**src/rtl/bin2bcd_pkg.sv**
```systemverilog
// Shared types and elaboration-time helpers for the sequential binary-to-BCD converter.
package bin2bcd_pkg;

  // Conversion sequencer states.
  typedef enum logic [1:0] {
    IDLE  = 2'd0,
    SHIFT = 2'd1,
    DONE  = 2'd2
  } state_t;

  // 10^n as a 64-bit constant. 10^10 is the largest value needed and fits easily.
  function automatic logic [63:0] pow10(input int n);
    logic [63:0] r;
    r = 64'd1;
    for (int i = 0; i < n; i++) begin
      r = r * 64'd10;
    end
    return r;
  endfunction

  // Width of a counter that must hold the value bin_w.
  function automatic int cnt_w(input int bin_w);
    return $clog2(bin_w + 1);
  endfunction

  // Fewest decimal digits that can represent every bin_w-bit unsigned value.
  function automatic int min_digits(input int bin_w);
    logic [63:0] top;
    int d;
    top = (64'd1 << bin_w) - 64'd1;
    d = 1;
    while (pow10(d) - 64'd1 < top) begin
      d = d + 1;
    end
    return d;
  endfunction

endpackage

```
**src/rtl/bin2bcd_digit_adj.sv**
```systemverilog
// One BCD digit correction for double dabble: add 3 when the digit is 5 or more.
// Inputs are always legal BCD (0..9), so the result never exceeds 4'hC.
module bin2bcd_digit_adj (
  input  logic [3:0] din,
  output logic [3:0] dout
);

  // Add-3-if-at-least-5 correction, 4-bit wrap.
  always_comb begin
    dout = din;
    if (din >= 4'd5) begin
      dout = din + 4'd3;
    end
  end

endmodule

```
**src/rtl/bin2bcd_seq.sv**
```systemverilog
// Sequential binary-to-BCD converter, one double-dabble shift per clock.
//
// Handshakes: a transfer happens on a rising edge where valid and ready are both 1.
// in_ready is 1 only in IDLE; out_valid is 1 only in DONE. Once out_valid is high,
// out_bcd/out_neg/out_ovf stay constant until the edge where out_ready is seen high.
// Both ready/valid outputs are decoded from the state register, so there is no
// combinational path from any input to any output.
import bin2bcd_pkg::*;

module bin2bcd_seq #(
  parameter int BIN_W     = 16,
  parameter int DIGITS    = 5,
  parameter int SIGNED_IN = 0
) (
  input  logic                  clk,
  input  logic                  rst_n,
  input  logic                  in_valid,
  output logic                  in_ready,
  input  logic [BIN_W-1:0]      in_bin,
  output logic                  out_valid,
  input  logic                  out_ready,
  output logic [4*DIGITS-1:0]   out_bcd,
  output logic                  out_neg,
  output logic                  out_ovf,
  output state_t                dbg_state
);

  localparam int          CW    = cnt_w(BIN_W);
  localparam int          BW    = 4 * DIGITS;
  localparam logic [63:0] LIMIT = pow10(DIGITS) - 64'd1;
  localparam logic [BW-1:0] NINES = {DIGITS{4'h9}};

  // Parameter range checks. A DIGITS value below min_digits(BIN_W) is legal:
  // large inputs simply saturate through the overflow path.
  if (BIN_W < 2 || BIN_W > 32) begin : g_bad_bin_w
    $error("bin2bcd_seq: BIN_W=%0d outside 2..32", BIN_W);
  end
  if (DIGITS < 1 || DIGITS > 10) begin : g_bad_digits
    $error("bin2bcd_seq: DIGITS=%0d outside 1..10", DIGITS);
  end

  state_t          state, state_nxt;
  logic [BW-1:0]   acc, acc_nxt;
  logic [BW-1:0]   acc_adj;
  logic [BW-1:0]   acc_shift;
  logic [BIN_W-1:0] mag, mag_nxt;
  logic [CW-1:0]   cnt, cnt_nxt;
  logic            neg, neg_nxt;
  logic            ovf, ovf_nxt;
  logic [BW-1:0]   bcd_nxt;
  logic            oneg_nxt;
  logic            oovf_nxt;

  logic            in_neg;
  logic [BIN_W-1:0] in_mag;
  logic            in_ovf;

  // Per-digit add-3 correction applied before every shift.
  for (genvar g = 0; g < DIGITS; g++) begin : g_adj
    bin2bcd_digit_adj u_adj (
      .din  (acc[4*g +: 4]),
      .dout (acc_adj[4*g +: 4])
    );
  end

  // Magnitude, sign and overflow of the incoming word; the most negative value
  // negates to itself, which read unsigned is 2^(BIN_W-1) as required.
  always_comb begin
    in_neg = (SIGNED_IN != 0) && in_bin[BIN_W-1];
    in_mag = in_neg ? -in_bin : in_bin;
    in_ovf = 64'(in_mag) > LIMIT;
  end

  // Corrected accumulator shifted left by one with the mag MSB entering digit 0;
  // the bit pushed out of the top digit is dropped by the truncating cast.
  always_comb begin
    acc_shift = BW'({acc_adj, mag[BIN_W-1]});
  end

  // Next-state and datapath control.
  always_comb begin
    state_nxt = state;
    acc_nxt   = acc;
    mag_nxt   = mag;
    cnt_nxt   = cnt;
    neg_nxt   = neg;
    ovf_nxt   = ovf;
    bcd_nxt   = out_bcd;
    oneg_nxt  = out_neg;
    oovf_nxt  = out_ovf;
    case (state)
      IDLE: begin
        if (in_valid) begin
          mag_nxt   = in_mag;
          neg_nxt   = in_neg;
          ovf_nxt   = in_ovf;
          acc_nxt   = '0;
          cnt_nxt   = CW'(BIN_W);
          state_nxt = SHIFT;
        end
      end
      SHIFT: begin
        acc_nxt = acc_shift;
        mag_nxt = mag << 1;
        cnt_nxt = cnt - CW'(1);
        if (cnt == CW'(1)) begin
          // Final shift: latch the result, saturating when out of range.
          state_nxt = DONE;
          bcd_nxt   = ovf ? NINES : acc_shift;
          oneg_nxt  = neg;
          oovf_nxt  = ovf;
        end
      end
      DONE: begin
        if (out_ready) begin
          state_nxt = IDLE;
        end
      end
      default: begin
        state_nxt = IDLE;
      end
    endcase
  end

  // State and datapath registers; reset aborts any conversion in flight.
  always_ff @(posedge clk or negedge rst_n) begin
    if (!rst_n) begin
      state   <= IDLE;
      acc     <= '0;
      mag     <= '0;
      cnt     <= '0;
      neg     <= 1'b0;
      ovf     <= 1'b0;
      out_bcd <= '0;
      out_neg <= 1'b0;
      out_ovf <= 1'b0;
    end else begin
      state   <= state_nxt;
      acc     <= acc_nxt;
      mag     <= mag_nxt;
      cnt     <= cnt_nxt;
      neg     <= neg_nxt;
      ovf     <= ovf_nxt;
      out_bcd <= bcd_nxt;
      out_neg <= oneg_nxt;
      out_ovf <= oovf_nxt;
    end
  end

  // Handshake flags and debug view decoded from the state register.
  always_comb begin
    in_ready  = (state == IDLE);
    out_valid = (state == DONE);
    dbg_state = state;
  end

endmodule

```
**config.mk**
```make
export PLATFORM = sky130hd
export DESIGN_NAME = bin2bcd_seq
export DESIGN_NICKNAME = d
export VERILOG_FILES = /design/src/rtl/bin2bcd_pkg.sv /design/src/rtl/bin2bcd_digit_adj.sv /design/src/rtl/bin2bcd_seq.sv
export SDC_FILE = /design/constraint.sdc
export NUM_CORES = 1
export LEC_CHECK = 0
export ABC_AREA = 1
export ABC_CLOCK_PERIOD_IN_PS = 2700
export BUFFER_PORTS_ARGS = -buffer_cell sky130_fd_sc_hd__buf_2
export CAP_MARGIN = 20
export CELL_PAD_IN_SITES_DETAIL_PLACEMENT = 1
export CELL_PAD_IN_SITES_GLOBAL_PLACEMENT = 1
export CORE_ASPECT_RATIO = 0.7
export CORE_MARGIN = 5
export CORE_UTILIZATION = 47
export CTS_BUF_LIST = sky130_fd_sc_hd__clkbuf_8
export DETAILED_ROUTE_END_ITERATION = 6
export PLACE_DENSITY = 0.88
export SLEW_MARGIN = 0
export SYNTH_ARGS = -nofsm -noshare
export SYNTH_HDL_FRONTEND = slang
export SYNTH_SLANG_ARGS = --single-unit
export TNS_END_PERCENT = 5
```
**constraint.sdc**
```tcl
create_clock -name clk -period 2.7 [get_ports clk]
set_input_delay 0.675 -clock clk [delete_from_list [all_inputs] [get_ports clk]]
set_output_delay 0.675 -clock clk [all_outputs]
set_load 0.02 [all_outputs]
```
# Word level (Yosys, flattened, before mapping)
# Index checks and enable logic that the tools add are counted.
# totals
register_bits,63
in_bits,20
elab_cells,42
# classes
add_sub_neg,6
n_lt_le_gt_ge,5
eq_ne,6
muxes,15
reduce_logical,5
# ops
op,n
$pmux W20 S2,1
$pmux W16 S2,1
$ge A4 B3 Y1 const B,5
$mux W20,1
$add A4 B2 Y4 const B,4
$mux W16,1
$mux W4,4
$pmux W5 S2,1
$mux W2,3
$pmux W2 S3,1
$eq A5 B1 Y1 const B,1
$mux W5,1
$sub A5 B1 Y5 const B,1
$ne A2 B2 Y1 const B,2
$reduce_and A2 Y1,2
$add A3 B2 Y3 const B,1
$mux W3,1
$reduce_and A3 Y1,1
$eq A2 B1 Y1 const B,1
$eq A2 B2 Y1 const B,1
$logic_not A2 Y1,1
$ne A2 B1 Y1 const B,1
$reduce_bool A2 Y1,1

# Logic depth before layout (Yosys ltp)
# Gate-level depths: netlist (run 1).
# depth
ltp_word,3
mapped_depth,8

# Hierarchy
# From an unflattened synthesis (run 1), not the netlist that was laid out.
# hier_totals
cells_unflattened,428
area_unflattened_um2,3352.0
# by_module_without_submodules
mod,n_inst,cells_each,area_per_inst_um2,seq_area_each_um2
bin2bcd_seq,1,313,2676.3,1576.5
bin2bcd_digit_adj,5,23,135.1,0.0

# Least setup slack after synthesis (run 1)
# No wires, ideal clock.
# synth_path
path_type,register -> output
startpoint,"register state[1], in the netlist dbg_state[1]"
endpoint,output out_valid
arrival_ns,0.961
path_slack_ns,1.064
path_stages_with_launch,3
n_path_buf,0
cell_sequence,dfrtp_1 inv_2 nor2_1
# synth_between
elab_chain_len,1
# synth_rtl
item,line_no,text
from (decl),bin2bcd_seq.sv:42,"state_t state, state_nxt;"
from (signal assigned),bin2bcd_seq.sv:138,state <= state_nxt;
$eq A2 B2 Y1,bin2bcd_seq.sv:153,out_valid = (state == DONE);
to (decl),bin2bcd_seq.sv:20,"output logic out_valid,"
# Every way passes these cells.

# Worst setup path in the final report (run 1)
# Same ends and word-level chain as after synthesis.

==> metrics.cfg, run 1 <==
[power]
cellPowerDensity_nw_per_um2=1270
combPwrFrac_pct=47.0
p_clk_share_pct=16.1
ir_worst_vdd_mv=0.555
p_int_uw=2460
leakagePower_uw=0.00201
seq_power_share_pct=36.9
power_switching_uw=2130
switching_share_pct=46.3

[clock_network]
h-tree-depth=3
cts_setup_buffers=0
ctsResizeCount=0
clk_latency_ns=0.34
cts.sinks=63
path_clk_slew_ns=0.07
clk_path_buf_depth=2
ctsHoldBuffers=0
numCtsBuffers=9
cts_tree=yes
root_buffer=clkbuf_8

[setup_path]
critPathLaunch=dbg_state[1]
worstSetupStartpointType=flip-flop
worstPathRequired_ns=2.03
critPathCaptureType=primary output
reg2reg_from=dbg_state[1]
crit_arrival_ns=1.19
critical_path_class=flip-flop to primary output
crit_fanout=4

[timing]
rsz0062_at_grt=no
relSlewSlack_pct=66.5
hold_viol_final=0
finalCriticalPeriod_ns=1.87
tightest_slew_ns=0.501
fmax_mhz=535
setup_violations=0
setup_tns_ns=0
holdWs_ns=0.330
slew_viol_final=0
timing.final.crit_share_pct=69.3
finClkSkew_ns=0.00426

[detailed_routing]
ant_nets=0
viasPerCell=5.14
wl_um=7720
num_vias=2750
drtIter0Drc=74
drt_first_pass_iters=4
post_drt_wl_per_cell_um=14.4
post-route-drc-count=0

[die]
die_h_um=78.5
dieArea_um2=8470
rows=25
ios=46
core-area_um2=6630
die_w_um=108
initial_core_util_pct=47.5

[final_layout]
diodes=0
final_util_pct=54.5
nets=468
syn2layout_area_growth_pct=14.6
final_common_cell=nand2_1
layout_common_cells=163 x nand2_1, 63 x dfrtp_1, 54 x nand3_1, 43 x buf_2, 32 x inv_1
fillCellCount=863
instances_no_fill=535
drive_above_1_share_pct=16.6

[synth]
synth-seq-cells=63
synth_area_per_cell_um2=8.06
ys_seq_area_share_pct=50.0
syn_inst=391
ys_warn_count=0
syn_area_um2=3150
synth.distinct_cells=26

[run]
max_cap_viol_count=0

[place]
io_buffers=43
dp.cells=519
gp_congestion=0.794
dp_hpwl_um=5320

[global_routing]
grt_pass1_wl_um=13700
overflow=0
grt_pass1_vias=2897
grt_max_degree=64
grt_usage_pct=20.4
grt_antenna_before_repair=0

[worst_hold_path]
hold_class=input port to asynchronous set/reset pin

[status]
status=finished, final reports clean

synth_stat cells:
library cell / instances / area [µm²]
buf_6: 3 / 33.8
conb_1: 1 / 3.75
inv_1: 31 / 116
dfrtp_1: 63 / 1580
o21ai_1: 2 / 10.0
o21ai_0: 11 / 55.1
nor3_1: 1 / 5.00
inv_2: 4 / 15.0
o211ai_1: 1 / 7.51
ha_1: 12 / 150
a21oi_1: 2 / 10.0
buf_4: 2 / 15.0
nand3_1: 54 / 270
o21a_1: 1 / 7.51
nor2_2: 1 / 6.26
nor2_8: 2 / 40.0
buf_2: 7 / 35.0
nand4_1: 10 / 62.6
nor2_1: 6 / 22.5
nand2_2: 4 / 25.0
o31ai_1: 1 / 7.51
o22ai_1: 3 / 18.8
nand2_1: 163 / 612
a21boi_0: 4 / 30.0
buf_1: 1 / 3.75
nand4_2: 1 / 12.5
path summary, 6_finish.rpt:
path / slack [ns] / cells after the start / end
min reg2reg: 0.47 / 2 / out_bcd[5]
max in group asynchronous: 2.09 / 2 / acc[12]
min: 0.33 / 2 / out_bcd[3]
min in group clk: 0.47 / 2 / out_bcd[5]
max reg2reg: 1.02 / 6 / mag[12]
max: 0.83 / 3 / out_valid
cell families after synthesis:
| logic type | count (synthesis) | share of synthesized area (%) |
|---|---|---|
| compound gates | 25 | 4.65 |
| flops | 63 | 50.0 |
| fa+ha+maj | 12 | 4.76 |
| buf+inv | 48 | 6.95 |
| simple gates | 242 | 33.5 |
| other cells | 1 | 0.119 |
sequential cells by signal, summed over array words and instances (netlist names):
name and count:
acc 20, out_bcd 20, mag 16, cnt 5, dbg_state 2
metrics by stage:
| stage | setup slack, ns | instance area (µm²) | total power, µW |
|---|---|---|---|
| final | 0.830 | 3610 | 4590 |
| after global routing | 0.726 | 3610 | 5020 |
| after CTS | 0.794 | 3610 | 4630 |
| after detailed placement | 0.868 | 3440 | 3840 |
| after global placement | 0.960 | 3440 | 3700 |
| after floorplan | 1.06 | 3160 | 3250 |
power by group through the flow:
stage | Combinational, µW | Clock, µW | Sequential (µW)
CTS | 2180 | 755 | 1690
finish | 2160 | 738 | 1690
floorplan | 1460 | 0 | 1790
global route | 2480 | 790 | 1750
global placement | 2020 | 0 | 1680
detailed placement | 2140 | 0 | 1700
routing by layer:
| layer | part of all wire, % | wire (µm) | global-route usage [%] |
|---|---|---|---|
| met3 | 3.4 | 259 | 4.60 |
| met5 | 0 | 0 | 0 |
| met4 | 1.5 | 115 | 6.56 |
| met1 | 49 | 3750 | 26.8 |
| met2 | 46 | 3590 | 33.4 |
final cells by class:
cell class	instances	area, µm²	area share (%)
timing repair buffer	46	250	6.93
clock buffer	11	151	4.19
inverter	35	131	3.64
multi-input combinational	281	1360	37.7
clock inverter	5	23.8	0.658
sequential	63	1580	43.7
tap	94	118	3.26
worst max-delay path, cell delays in order (launching register included):
cell and delay (ns):
dfrtp_1 0.52, inv_2 0.09, nor2_1 0.09, buf_2 0.16
Power figures use the tool's default switching activity.
==> run 2: changes to the inputs <==
--- a/config.mk
+++ b/config.mk
@@ -6,17 +6,17 @@
 export NUM_CORES = 1
 export LEC_CHECK = 0
 export ABC_AREA = 1
-export ABC_CLOCK_PERIOD_IN_PS = 2700
+export ABC_CLOCK_PERIOD_IN_PS = 1900
 export BUFFER_PORTS_ARGS = -buffer_cell sky130_fd_sc_hd__buf_2
 export CAP_MARGIN = 20
 export CELL_PAD_IN_SITES_DETAIL_PLACEMENT = 1
 export CELL_PAD_IN_SITES_GLOBAL_PLACEMENT = 1
 export CORE_ASPECT_RATIO = 0.7
 export CORE_MARGIN = 5
-export CORE_UTILIZATION = 47
+export CORE_UTILIZATION = 44
 export CTS_BUF_LIST = sky130_fd_sc_hd__clkbuf_8
 export DETAILED_ROUTE_END_ITERATION = 6
-export PLACE_DENSITY = 0.88
+export PLACE_DENSITY = 0.83
 export SLEW_MARGIN = 0
 export SYNTH_ARGS = -nofsm -noshare
 export SYNTH_HDL_FRONTEND = slang
==> constraint.sdc (replaced) <==
create_clock -name clk -period 1.9 [get_ports clk]
set_input_delay 0.475 -clock clk [delete_from_list [all_inputs] [get_ports clk]]
set_output_delay 0.475 -clock clk [all_outputs]
set_load 0.02 [all_outputs]
==> run 2 against run 1 <==
Via count down 0.22%. Die area up 6.1%. Sequential power up 42%. Critical path type unchanged. Cell count up 0.56%. Non-clock buffer count up 4. Wire length up 1.9%.
==> metrics.cfg, run 2 (synthesis results as in run 1) <==
[status]
status=finished, final reports clean  ; unchanged

[global_routing]
grt_pass1_wl_um=14100  ; was 13700 µm
overflow=0  ; unchanged
grt_usage_pct=19.7  ; was 20.4%
grt_max_degree=33  ; was 64
grt_antenna_before_repair=0  ; unchanged
grt_pass1_vias=2998  ; was 2897

[clock_network]
ctsResizeCount=0  ; unchanged
numCtsBuffers=9  ; unchanged
h-tree-depth=3  ; unchanged
path_clk_slew_ns=0.07  ; about the same
clk_latency_ns=0.35  ; was 0.34 ns
root_buffer=clkbuf_8  ; unchanged
cts_setup_buffers=0  ; unchanged
cts_tree=yes  ; unchanged
ctsHoldBuffers=0  ; unchanged
clk_path_buf_depth=2  ; unchanged
cts.sinks=63  ; unchanged

[timing]
relSlewSlack_pct=64.3  ; was 66.5%
setup_violations=0  ; unchanged
finalCriticalPeriod_ns=1.72
hold_viol_final=0  ; unchanged
worst_slack_ns=0.178  ; was 0.830 ns
setup_tns_ns=0  ; unchanged
timing.final.crit_share_pct=90.6
tightest_slew_ns=0.535  ; was 0.501 ns
rsz0062_at_grt=no  ; unchanged
fmax_mhz=581
finClkSkew_ns=0.00725  ; was 0.00426 ns
slew_viol_final=0  ; unchanged

[detailed_routing]
viasPerCell=5.10  ; was 5.14
highest_layer=met4  ; unchanged
wl_um=7860  ; was 7720 µm
post-route-drc-count=0  ; unchanged
drt_first_pass_iters=4  ; unchanged
post_drt_wl_per_cell_um=14.6  ; was 14.4 µm
dr_wl_met2_um=3760  ; was 3590 µm
num_vias=2744  ; was 2750
met3_length_um=398  ; was 259 µm
ant_nets=0  ; unchanged
drtIter0Drc=54  ; was 74
drt-met1-wl_um=3630  ; was 3750 µm

[power]
cellPowerDensity_nw_per_um2=1790  ; was 1270 nW/µm²
ir_worst_vdd_mv=0.677  ; was 0.555 mV
leakagePower_uw=0.00203  ; was 0.00201 µW
power_uw=6520  ; was 4590 µW

[die]
core-area_um2=6850  ; was 6630 µm²
rows=25  ; unchanged
dieArea_um2=8980  ; was 8470 µm²
die_w_um=111  ; was 108 µm
die_h_um=80.8  ; was 78.5 µm
initial_core_util_pct=46.0  ; was 47.5%
ios=46  ; unchanged

[setup_path]
r2r_cells=7  ; was 6
ff2ff_setup_slack_ns=0.37  ; was 1.02 ns
critPathLaunch=dbg_state[1]  ; unchanged
worstPathRequired_ns=1.42  ; was 2.03 ns
crit_arrival_ns=1.25  ; was 1.19 ns
r2r_end=acc[3]  ; was mag[12]
worstSetupStartpointType=flip-flop  ; unchanged
critPathCaptureType=primary output  ; unchanged
crit_fanout=4  ; unchanged
reg2reg_from=acc[0]  ; was dbg_state[1]
critical_path_class=flip-flop to primary output  ; unchanged

[final_layout]
nets=472  ; was 468
drive_above_1_share_pct=16.4  ; was 16.6%
layout_common_cells=163 x nand2_1, 63 x dfrtp_1, 54 x nand3_1, 43 x buf_2, 35 x inv_1  ; was 163 x nand2_1, 63 x dfrtp_1, 54 x nand3_1, 43 x buf_2, 32 x inv_1
reg_top3=acc x20, out_bcd x20, mag x16  ; unchanged
instances_no_fill=538  ; was 535
syn2layout_area_growth_pct=15.4  ; was 14.6%
diodes=0  ; unchanged
final_common_cell=nand2_1  ; unchanged

[place]
dpl_worst_slack_ns=0.412  ; was 0.868 ns
io_buffers=43  ; unchanged
dp.cells=523  ; was 519
dp_hpwl_um=5630  ; was 5320 µm
gp_congestion=0.846  ; was 0.794

[run]
max_cap_viol_count=0  ; unchanged

[worst_hold_path]
hold_class=input port to asynchronous set/reset pin  ; unchanged

-- run 2: cell count changes in the layout (fill, tap and decap cells not counted), sizes merged --
cell,delta
clkbuf,-1
clkinv,-3
inv,+3
buf,+4
-- run 2: worst max-delay path by stage --
| stage | to | slack [ns] | cells past startpoint |
|---|---|---|---|
| after global routing | out_valid | 0.09 | 3 |
| after CTS | out_valid | 0.15 | 3 |
| after detailed placement | acc[3] | 0.41 | 7 |
| after global placement | mag[9] | 0.52 | 7 |
| final | out_valid | 0.18 | 3 |
| after floorplan | acc[10] | 0.37 | 8 |
-- run 2: metal layers --
| layer | vias up | GRT usage (%) |
|---|---|---|
| met5 | - | 0 |
| met4 | 0 | 4.62 |
| met3 | 10 | 6.78 |
| met2 | 50 | 33.5 |
| met1 | 1337 | 24.7 |
| li1 | 1347 | - |
-- run 2: area by class of cell --
cell class | instances | area, µm²
clock buffer | 10 | 138
clock inverter | 5 | 20.0
fill | 891 | 3210
inverter | 35 | 131
multi-input combinational | 281 | 1360
sequential | 63 | 1580
tap | 94 | 118
timing repair buffer | 50 | 293
-- run 2: report_power, final --
group          leakage [µW]  internal [µW]  switching [µW]
Sequential         0.000788           1960             437
Clock             0.0000971            480             503
Combinational       0.00114           1060            2080
-- run 2: critical path: stages, from the launching register on --
cell     delay [ns]
dfrtp_1        0.52
inv_2          0.10
nor2_1         0.11
buf_2          0.17
-- run 2: stage by stage --
stage	cell area [µm²]	utilization, %	hold WS (ns)
after floorplan	3160	-	0.179
after global placement	3480	50.8	0.459
after detailed placement	3480	50.8	0.458
after CTS	3640	53.1	0.0969
after global routing	3640	53.1	0.121
final	3640	53.1	0.0987
==> run 3: changes to the inputs <==
--- a/config.mk
+++ b/config.mk
@@ -16,7 +16,7 @@
 export CORE_UTILIZATION = 44
 export CTS_BUF_LIST = sky130_fd_sc_hd__clkbuf_8
 export DETAILED_ROUTE_END_ITERATION = 6
-export PLACE_DENSITY = 0.83
+export PLACE_DENSITY = 0.8
 export SLEW_MARGIN = 0
 export SYNTH_ARGS = -nofsm -noshare
 export SYNTH_HDL_FRONTEND = slang
==> run 3 against run 2 <==
Worst setup slack gained 0.013 ns. Design area grew 1.3%. Non-clock buffer count grew 3. Total power grew 2.2%. Largest cell class unchanged. Highest routed layer unchanged.
==> metrics.cfg, run 3 (synthesis results as in run 1) <==
[timing]
finClkSkew_ns=0.0100  ; was 0.00725 ns
timing.final.crit_share_pct=89.9  ; was 90.6%
slew_viol_final=0  ; unchanged
worst_slack_ns=0.191  ; was 0.178 ns
setup_violations=0  ; unchanged
setup_tns_ns=0  ; unchanged
hold_viol_final=0  ; unchanged
finalCriticalPeriod_ns=1.71  ; was 1.72 ns
rsz0062_at_grt=no  ; unchanged
fmax_mhz=585  ; was 581 MHz

[die]
core-area_um2=6850  ; unchanged
dieArea_um2=8980  ; unchanged
rows=25  ; unchanged
die_w_um=111  ; unchanged
initial_core_util_pct=46.0  ; unchanged
ios=46  ; unchanged
die_h_um=80.8  ; unchanged

[global_routing]
grt_antenna_before_repair=0  ; unchanged
grt_usage_pct=19.5  ; was 19.7%
overflow=0  ; unchanged
grt_pass1_vias=2973  ; was 2998
grt_max_degree=28  ; was 33
grt_pass1_wl_um=14200  ; was 14100 µm

[final_layout]
reg_top3=acc x20, out_bcd x20, mag x16  ; unchanged
drive_above_1_share_pct=17.2  ; was 16.4%
diodes=0  ; unchanged
final_common_cell=nand2_1  ; unchanged
syn2layout_area_growth_pct=16.8  ; was 15.4%
layout_common_cells=163 x nand2_1, 63 x dfrtp_1, 54 x nand3_1, 43 x buf_2, 33 x inv_1  ; was 163 x nand2_1, 63 x dfrtp_1, 54 x nand3_1, 43 x buf_2, 35 x inv_1
final_util_pct=53.8  ; was 53.1%
nets=475  ; was 472

[setup_path]
worstPathRequired_ns=1.42  ; about the same
reg2reg_from=acc[4]  ; was acc[0]
critPathCaptureType=primary output  ; unchanged
critical_path_class=flip-flop to primary output  ; unchanged
worstSetupStartpointType=flip-flop  ; unchanged
crit_fanout=4  ; unchanged
crit_chain=inv_2 -> nor2_1 -> buf_2  ; unchanged
max_stage_delay_ns=0.53  ; was 0.52 ns
r2r_cells=7  ; unchanged
ff2ff_setup_slack_ns=0.38  ; was 0.37 ns
crit_slowest_cell=dfrtp_1  ; unchanged
crit_arrival_ns=1.23  ; was 1.25 ns
r2r_end=acc[7]  ; was acc[3]

[power]
power_uw=6660  ; was 6520 µW
seq_power_share_pct=36.2  ; was 36.8%
switching_share_pct=45.8  ; was 46.3%
power_switching_uw=3050  ; was 3020 µW
ir_worst_vdd_mv=0.744  ; was 0.677 mV
cellPowerDensity_nw_per_um2=1810  ; was 1790 nW/µm²
leakagePower_uw=0.00204  ; was 0.00203 µW
p_int_uw=3610  ; was 3500 µW
combPwrFrac_pct=47.4  ; was 48.1%
p_clk_share_pct=16.4  ; was 15.1%

[clock_network]
clk_latency_ns=0.34  ; was 0.35 ns
cts.sinks=63  ; unchanged
cts_tree=yes  ; unchanged
cts_setup_buffers=0  ; unchanged
numCtsBuffers=9  ; unchanged
path_clk_slew_ns=0.07  ; about the same
clk_path_buf_depth=2  ; unchanged
h-tree-depth=3  ; unchanged
root_buffer=clkbuf_8  ; unchanged

[detailed_routing]
post-route-drc-count=0  ; unchanged
num_vias=2746  ; was 2744
wl_um=7970  ; was 7860 µm
viasPerCell=5.08  ; was 5.10
drtIter0Drc=118  ; was 54
ant_nets=0  ; unchanged
post_drt_wl_per_cell_um=14.7  ; was 14.6 µm
drt_first_pass_iters=4  ; unchanged

[status]
status=finished, final reports clean  ; unchanged

[worst_hold_path]
hold_class=input port to flip-flop  ; was input port to asynchronous set/reset pin
worstHoldStart=out_ready
holdPathEnd=dbg_state[1]
holdPathStages=2

[place]
dpl_worst_slack_ns=0.450  ; was 0.412 ns
gp_congestion=0.779  ; was 0.846
dp_hpwl_um=5750  ; was 5630 µm
io_buffers=43  ; unchanged

[run]
max_cap_viol_count=0  ; unchanged

[run 3: cell type report]
cell class              instances  area, µm²
fillers                       880       3170
clock buffers                   9        124
repair buffers                 53        318
well taps                      94        118
flip-flops and latches         63       1580
clock inverters                 6       55.1
inverters                      35        131
multi-input cells             281       1360
[run 3: power groups by stage]
stage                     registers (µW)  clock network [µW]  logic (µW)
after floorplan                     2550                   0        2070
after global placement              2390                   0        3020
after detailed placement            2420                   0        3160
after CTS                           2400                1130        3200
after global routing                2500                1200        3620
final                               2410                1090        3160
[run 3: worst max path at each step]
| stage | endpoint | startpoint | cells past startpoint |
|---|---|---|---|
| after CTS | out_valid | dbg_state[1] | 3 |
| after global routing | out_valid | dbg_state[1] | 3 |
| after floorplan | acc[10] | dbg_state[1] | 8 |
| final | out_valid | dbg_state[1] | 3 |
| after detailed placement | acc[13] | acc[12] | 8 |
| after global placement | acc[7] | acc[4] | 7 |
[run 3: metal layers]
metal / vias to the layer above / global-route usage (%) / part of all wire, %
li1: 1353 / - / -
met1: 1333 / 25.0 / 48
met2: 52 / 32.9 / 47
met3: 8 / 4.84 / 4.0
met4: 0 / 6.32 / 0.97
met5: - / 0 / 0
[run 3: worst max-delay path, delay by kind of cell, from the launching register on]
| kind | cells | cell delay, ns |
|---|---|---|
| buf+inv | 2 | 0.26 |
| flops | 1 | 0.53 |
| simple gates | 1 | 0.10 |
[run 3: what timing repair did]
item	in CTS	in global routing
gates resized for setup	0	0
hold buffers	1	0
hold endpoints to repair	6	0
[run 3: stage by stage]
stage | instances | hold WS, ns | instance area [µm²]
2_1_floorplan | 392 | 0.179 | 3160
3_3_place_gp | 525 | 0.361 | 3490
3_5_place_dp | 525 | 0.367 | 3490
4_1_cts | 541 | 0.291 | 3680
5_1_grt | 541 | 0.302 | 3680
6_report | 541 | 0.306 | 3680
